`src/rtl/alu_share_arbiter.sv`:
```
// Round-robin front end that time-shares one ALU between two requesters.
// Each op runs accept (IDLE) -> settle (EXEC) -> hold response (RESP) before the next grant.
module alu_share_arbiter #(
    parameter int unsigned DW = 32,
    parameter int unsigned CW = 4
) (
    input  logic          clk,
    input  logic          rst,
    input  logic          req0_valid,
    output logic          req0_ready,
    input  logic [DW-1:0] req0_a,
    input  logic [DW-1:0] req0_b,
    input  logic [CW-1:0] req0_ctr,
    input  logic          req1_valid,
    output logic          req1_ready,
    input  logic [DW-1:0] req1_a,
    input  logic [DW-1:0] req1_b,
    input  logic [CW-1:0] req1_ctr,
    output logic          rsp_valid,
    input  logic          rsp_ready,
    output logic          rsp_id,
    output logic [DW-1:0] rsp_result,
    output logic          rsp_zero,
    output logic          rsp_overflow,
    output logic [DW-1:0] alu_a,
    output logic [DW-1:0] alu_b,
    output logic [CW-1:0] alu_ctr,
    input  logic [DW-1:0] alu_result,
    input  logic          alu_zero,
    input  logic          alu_overflow,
    input  logic          alu_ari
);

    typedef enum logic [1:0] {
        S_IDLE,
        S_EXEC,
        S_RESP
    } state_t;

    state_t        r_state;
    state_t        w_state_nxt;

    logic [DW-1:0] r_op_a;
    logic [DW-1:0] r_op_b;
    logic [CW-1:0] r_op_ctr;
    logic          r_op_id;
    logic          r_last_grant;

    logic          r_rsp_valid;
    logic          r_rsp_id;
    logic [DW-1:0] r_rsp_result;
    logic          r_rsp_zero;
    logic          r_rsp_ovf;

    logic          w_grant_id;
    logic          w_xfer;

    // On a tie the requester not served last wins; a lone requester always wins.
    always_comb begin
        w_grant_id = 1'b0;
        if (req0_valid && req1_valid) begin
            w_grant_id = ~r_last_grant;
        end else if (req1_valid) begin
            w_grant_id = 1'b1;
        end
    end

    always_comb begin
        req0_ready = 1'b0;
        req1_ready = 1'b0;
        if (r_state == S_IDLE) begin
            req0_ready = req0_valid & ~w_grant_id;
            req1_ready = req1_valid &  w_grant_id;
        end
        w_xfer = req0_ready | req1_ready;
    end

    always_comb begin
        w_state_nxt = r_state;
        case (r_state)
            S_IDLE:  if (w_xfer)    w_state_nxt = S_EXEC;
            S_EXEC:                 w_state_nxt = S_RESP;
            S_RESP:  if (rsp_ready) w_state_nxt = S_IDLE;
            default:                w_state_nxt = S_IDLE;
        endcase
    end

    always_ff @(posedge clk or posedge rst) begin
        if (rst) begin
            r_state <= S_IDLE;
        end else begin
            r_state <= w_state_nxt;
        end
    end

    always_ff @(posedge clk or posedge rst) begin
        if (rst) begin
            r_op_a       <= '0;
            r_op_b       <= '0;
            r_op_ctr     <= '0;
            r_op_id      <= 1'b0;
            r_last_grant <= 1'b1;
            r_rsp_valid  <= 1'b0;
            r_rsp_id     <= 1'b0;
            r_rsp_result <= '0;
            r_rsp_zero   <= 1'b0;
            r_rsp_ovf    <= 1'b0;
        end else begin
            if (w_xfer) begin
                r_op_a       <= w_grant_id ? req1_a   : req0_a;
                r_op_b       <= w_grant_id ? req1_b   : req0_b;
                r_op_ctr     <= w_grant_id ? req1_ctr : req0_ctr;
                r_op_id      <= w_grant_id;
                r_last_grant <= w_grant_id;
            end
            // ALU outputs have had the whole EXEC cycle to settle from the op registers.
            if (r_state == S_EXEC) begin
                r_rsp_valid  <= 1'b1;
                r_rsp_id     <= r_op_id;
                r_rsp_result <= alu_result;
                r_rsp_zero   <= alu_zero;
                r_rsp_ovf    <= alu_overflow & alu_ari;
            end else if (r_state == S_RESP && rsp_ready) begin
                r_rsp_valid  <= 1'b0;
            end
        end
    end

    assign alu_a        = r_op_a;
    assign alu_b        = r_op_b;
    assign alu_ctr      = r_op_ctr;
    assign rsp_valid    = r_rsp_valid;
    assign rsp_id       = r_rsp_id;
    assign rsp_result   = r_rsp_result;
    assign rsp_zero     = r_rsp_zero;
    assign rsp_overflow = r_rsp_ovf;

endmodule
```
`config.mk`:
```
export PLATFORM = sky130hd
export DESIGN_NAME = alu_share_arbiter
export DESIGN_NICKNAME = d
export VERILOG_FILES = /design/src/rtl/alu_share_arbiter.sv
export SDC_FILE = /design/constraint.sdc
export NUM_CORES = 1
export LEC_CHECK = 0
export ABC_AREA = 1
export CAP_MARGIN = 20
export CORE_ASPECT_RATIO = 0.8
export CORE_MARGIN = 5
export CORE_UTILIZATION = 39
export DETAILED_ROUTE_END_ITERATION = 10
export PLACE_DENSITY_LB_ADDON = 0.3
export SYNTH_ARGS = -nofsm -noshare
export SYNTH_HDL_FRONTEND = slang
export SYNTH_SLANG_ARGS = --single-unit
```
`constraint.sdc`:
```
create_clock -name clk -period 4.4 [get_ports clk]
set_input_delay 1.1 -clock clk [delete_from_list [all_inputs] [get_ports clk]]
set_output_delay 1.1 -clock clk [all_outputs]
set_load 0.01 [all_outputs]
```
==> results.cfg <==
[final_layout]
n_antenna_cell = 0
fillers = 1179
nets = 1120
area_growth_pct = 63.3
drive_above_1_share_pct = 3.80
utilization_pct = 64.9
final_cell_area_mm2 = 0.00836

[setup_path]
worstSetupPathType = in -> out
max_stage_delay_ps = 610
reg2regPathDepth = 7
cp-start-kind = input pin
cp.required_ps = 3300
worstPathCellList = clkdlybuf4s50_1 -> nand2_2 -> a21oi_1 -> clkdlybuf4s50_1
crit_path_max_fanout = 4
cp-end-kind = primary output
slowest_stage = clkdlybuf4s50_1
arrival_ps = 2490
path_common_cell = clkdlybuf4s50_1

[grt]
grt_pass1_vias = 5074
antenna_found_initial = 0
grt_max_degree = 72
grt_use_met2_pct = 35.4
gr-total-overflow = 0
grt_first_pass_wirelength_mm = 27.4
grtUsageMet1_pct = 27.5
grtUsageTotal_pct = 21.6
grtUsageMet3_pct = 7.96
grt_most_used_layer = met2

[power]
p_leak_nw = 4.15
vdd_drop_max_uv = 318
power_density_mw_per_mm2 = 628

[logic_synthesis]
syn_area_mm2 = 0.00512
avgSynthCellArea_um2 = 7.40
synthCells = 691
synth-seq-cells = 108
post-synth-top-area-fraction_pct = 52.3
synth_area_leaders = dfrtp_1, nand2_1, nand3_1
yosysUniqueCellTypes = 16
yosys.area.top_type = dfrtp_1
synthesis.nets = 867
ys_warn_count = 0
ys_seq_area_share_pct = 52.8

[timing]
relSlewSlack_pct = 46.5
fin_hold_ws_ps = 470
setup_viol = 0
tightest_slew_ps = 802
setup_tns_ps = 0
fin_skew_ps = 7.94
hold_viol_final = 0
finalMaxSlewViolations = 0
min_period_ps = 3590
fmax_ghz = 0.279
rsz0062_at_grt = false
min_period_over_period_pct = 81.5

[floorplanning]
die_y_um = 112
initial_core_util_pct = 39.8
core_mm2 = 0.0129
die_w_um = 138
placementRows = 37
die_area_mm2 = 0.0155
boundaryPins = 282

[routing]
drcViolationCount = 0
wl_per_cell_um = 15.5
dr_total_vias = 5368
dr.pass1.iters = 4
viasPerCell = 4.78
antenna_left = 0
drt_iter0_markers = 297
wirelength_mm = 17.4

[clock_tree]
clockBufferDepth = 2
clock_sinks = 108
ctsHoldBuffers = 0
insertion_delay_ps = 340
cts_root_buf = clkbuf_16
htreeDepth = 3
cts_tree = built
cts-buffers-inserted = 9
post-cts-setup-buffers = 0
path_clk_slew_ps = 70
cts-resized-gates = 0

[placement]
placed_cell_area_mm2 = 0.00804
gp_congestion = 0.800
hpwl_mm = 12.2
port_buffers = 281

[run]
max_cap_violations = 0

[min_path]
min_path_cells = 2
hold_path.class = reg -> reg

[outcome]
outcome = finished, final reports clean
## cell families after synthesis
kind of cell | Yosys count | share of synthesized area (%)
and+or+nand+nor | 526 | 42.3
DFF | 108 | 52.8
buffers and inverters | 54 | 4.57
AOI/OAI and AO/OA | 3 | 0.293
## routing by layer
| layer | vias to the layer above | share of wire, % |
|---|---|---|
| met5 | - | 0 |
| met4 | 0 | 1.5 |
| met3 | 21 | 8.6 |
| met2 | 188 | 48 |
| met1 | 2475 | 42 |
| li1 | 2684 | - |
## worst paths after layout
check                        startpoint              to  slack (ps)
min in group asynchronous           rst  rsp_result[22]        1240
max                          req0_valid      req0_ready         810
max in group asynchronous           rst       alu_b[30]        2400
min                             r_op_id          rsp_id         470
max reg2reg                r_last_grant       alu_a[14]        2000
min reg2reg                     r_op_id          rsp_id         470
## Yosys cell counts (all sizes together)
cell type	n
dfrtp	107
a21oi	1
inv	5
nand2	385
buf	22
dfstp	1
o21ai	2
nand3	139
nor2	2
clkbuf	27
## report_power, final
group          internal, W  switching (W)  total, W  leakage [nW]
clock             0.000503       0.000373  0.000877         0.154
combinational      0.00128        0.00136   0.00264          2.66
sequential         0.00148       0.000254   0.00173          1.34
## cells in the final DEF (no fill, tap or decap)
cell type,n
a21oi_1,1
buf_12,2
buf_2,1
buf_4,8
bufinv_16,2
clkbuf_16,9
clkdlybuf4s50_1,280
clkinv_4,1
clkinvlp_4,1
dfrtp_1,107
dfstp_2,1
inv_1,3
inv_2,1
inv_4,1
inv_6,1
inv_8,1
nand2_1,381
nand2_2,4
nand3_1,138
nand3_2,1
nor2_2,2
o21ai_0,2
## stage by stage
| stage | setup slack, ps | instances | total power (W) |
|---|---|---|---|
| final | 815 | 1123 | 0.00524 |
| after global routing | 689 | 1123 | 0.00563 |
| after CTS | 783 | 1123 | 0.00531 |
| after detailed placement | 798 | 1108 | 0.00442 |
| after global placement | 820 | 1108 | 0.00436 |
| after floorplan | 456 | 691 | 0.00297 |
## sequential cells by signal (all words and copies together), names as in the netlist
signal / cells
alu_a: 32
alu_b: 32
alu_ctr: 4
r_last_grant: 1
r_op_id: 1
r_state: 2
rsp_id: 1
rsp_overflow: 1
rsp_result: 32
rsp_valid: 1
rsp_zero: 1
## final cells by class
cell class                      instances  area (um2)  area share, %
Clock buffer                            9         225           2.70
Clock inverter                          6        96.3           1.15
Timing Repair Buffer                  291        2910           34.8
Inverter                                5        21.3          0.255
Multi-Input combinational cell        529        2180           26.1
Sequential cell                       108        2700           32.4
Tap cell                              175         219           2.62
## worst max-delay path: cells and delay by family
kind                   cells  cell delay [ps]
AO/OA/AOI/OAI              1              170
buffers and inverters      2             1130
AND/OR/NAND/NOR            1               90
Power figures use the tool's default switching activity.
==> RTL change: new RTL, same flow settings <==
Reset style: synchronous (`rst`), changed in 2 clocked blocks.
--- a/src/rtl/alu_share_arbiter.sv
+++ b/src/rtl/alu_share_arbiter.sv
@@ -86,5 +86,5 @@
     end
 
-    always_ff @(posedge clk or posedge rst) begin
+    always_ff @(posedge clk) begin
         if (rst) begin
             r_state <= S_IDLE;
@@ -94,5 +94,5 @@
     end
 
-    always_ff @(posedge clk or posedge rst) begin
+    always_ff @(posedge clk) begin
         if (rst) begin
             r_op_a       <= '0;
Function: differs if rst is asserted again (counterexample within 4 cycles, from zero or initial values and one cycle with rst high); with rst held inactive, the same outputs for 10 cycles.
==> RTL change against the unedited design <==
  * Setup slack lost 0.16 ns
  * Sequential cell count stayed put
  * Final cell count grew 13%
  * Final area is 0.94% higher
  * Highest routed layer unchanged
  * Routed wire length grew 1.6%
  * Largest cell class unchanged
  * Count of clock-buffer cells in the layout stayed put
  * Synthesized cell count increased by 22%
  * Area after synthesis grew 1.7%
Power is not compared: it rests on default switching activity, and its combinational part moved more than twofold at a synthesized area within 25%.
==> RTL change: results (changes against the unedited design) <==
Layout
  • Ratio of cells with drive above 1 in the final layout: 0.0339 (was 0.0380)
  • Inverters: 73 (was 5)
  • Plain + repair buffers: 292 (was 291)
  • Non-clock buffer share: 0.347 (was 0.348)
  • Final clock-cell share: 0.0411 (was 0.0385)
  • Fillers: 1177 (was 1179)
  • NumNets Final: 1261 (was 1120)
  • Multi-input gate area: 2510 um^2 (was 2180 um^2)
  • Seq area share: 0.256 (was 0.324)
  • Comb_multi_in: 601 (was 529)

Placement
  • DP HPWL: 12.5 mm (was 12.2 mm)
  • RePlAce Congestion: 0.819 (was 0.800)
  • Placed insts: 1249 (was 1108)
  • DP Area: 8090 um^2 (was 8040 um^2)

Logic synthesis
  • Commonest cells post-synth: 209 x nand2_1, 207 x nor2_1, 140 x nand3_1 (was 383 x nand2_1, 138 x nand3_1, 107 x dfrtp_1)
  • Synthesized instance count: 842 (was 691)
  • Sequential element share of the synthesized area: 0.415 (was 0.528)
  • Cell taking the most area after synthesis: dfxtp_1 (was dfrtp_1)
  • Top post-synthesis cells by area: dfxtp_1 42%, nand2_1 15%, nor2_1 15% (was dfrtp_1 52%, nand2_1 28%, nand3_1 13%)
  • Synth Area in Compound Gates: 0.0375 (was 0.00293)
  • Syn Nets: 1018 (was 867)
  • XOR/XNOR Fraction of Synth Area: 0 (unchanged)
  • Asr flop ratio synth: 0 (was 1.00)
  • Top FF cell, synth: dfxtp_1 (was dfrtp_1)
  • Unique masters post-synth: 18 (was 16)

Route
  • Met1 Wirelength: 7.50 mm (was 7.34 mm)
  • DR vias/cell: 4.62 (was 4.78)
  • Initial DRC count: 299 (was 297)
  • Met2 wire len: 8.49 mm (was 8.29 mm)
  • Drt total wl: 17.7 mm (was 17.4 mm)
  • Top Metal Used: met4 (unchanged)
  • Met3 Routed Length: 1.36 mm (was 1.50 mm)
  • WL per Instance: 14.0 um (was 15.5 um)

Power
  • Pwr Total: 0.00300 W
  • Peak supply drop: 0.000289 V

Worst setup path
  • Max FO, Critical Path: 26 (was 4)
  • Reg-to-Reg End: alu_b[15] (was alu_a[14])
  • Reg2reg setup slack: 2.10 ns (was 2.00 ns)
  • FF-to-FF path depth: 8 (was 7)
  • Arrival @ worst endpoint: 2.64 ns (was 2.49 ns)
  • Reg2reg start: r_state[1] (was r_last_grant)

GRT
  • Met3 usage: 0.0722 (was 0.0796)
  • GR Layer Usage met2: 0.375 (was 0.354)
  • Vias in the first global route: 5488 (was 5074)
  • Total track usage: 0.214 (was 0.216)
  • First-pass GRT wire length: 27.7 mm (was 27.4 mm)
  • Met1 usage: 0.250 (was 0.275)

STA
  • Clk_skew: 0.00537 ns (was 0.00794 ns)
  • Headroom to the max-slew limit: 0.432 (was 0.465)

Worst hold path
  • Worst Hold Launch: rsp_valid (was r_op_id)
  • Worst hold path endpoint: rsp_valid (was rsp_id)

Status
  • Outcome: completed (unchanged)

Clock tree
  • Clock tree sinks: 108 (unchanged)
  • Post-CTS Hold Buffers: 0 (unchanged)
  • Buffer count from post-CTS setup fixing: 0 (unchanged)
[RTL change: cell types whose count changed in the layout (fill, tap and decap cells not counted), moves of 2 or more]
cell      delta
a21oi_1      +4
clkinv_8     +2
dfrtp_1    -107
dfxtp_1    +108
inv_1       +67
inv_2        +2
nand2_1    -172
nor2_1     +207
o21ai_0     +32
[RTL change: per-stage QoR]
step	utilization	setup slack, ns	hold slack [ns]
final	0.651	0.658	0.467
after global placement	0.624	0.656	0.450
after global routing	0.651	0.551	0.496
after detailed placement	0.624	0.652	0.457
after CTS	0.651	0.650	0.469
after floorplan	-	1.51	0.435
[RTL change: logic make-up (layout without fill, tap and decap cells)]
group / Yosys count / after routing
and+or+nand+nor: 562 / 562
buffers and inverters: 133 / 381
DFF: 108 / 108
AOI/OAI and AO/OA: 39 / 39
[RTL change: critical path: stages]
cell             delay, ns
clkdlybuf4s50_1       0.51
nand2_2               0.08
buf_4                 0.23
a21oi_1               0.17
clkdlybuf4s50_1       0.56
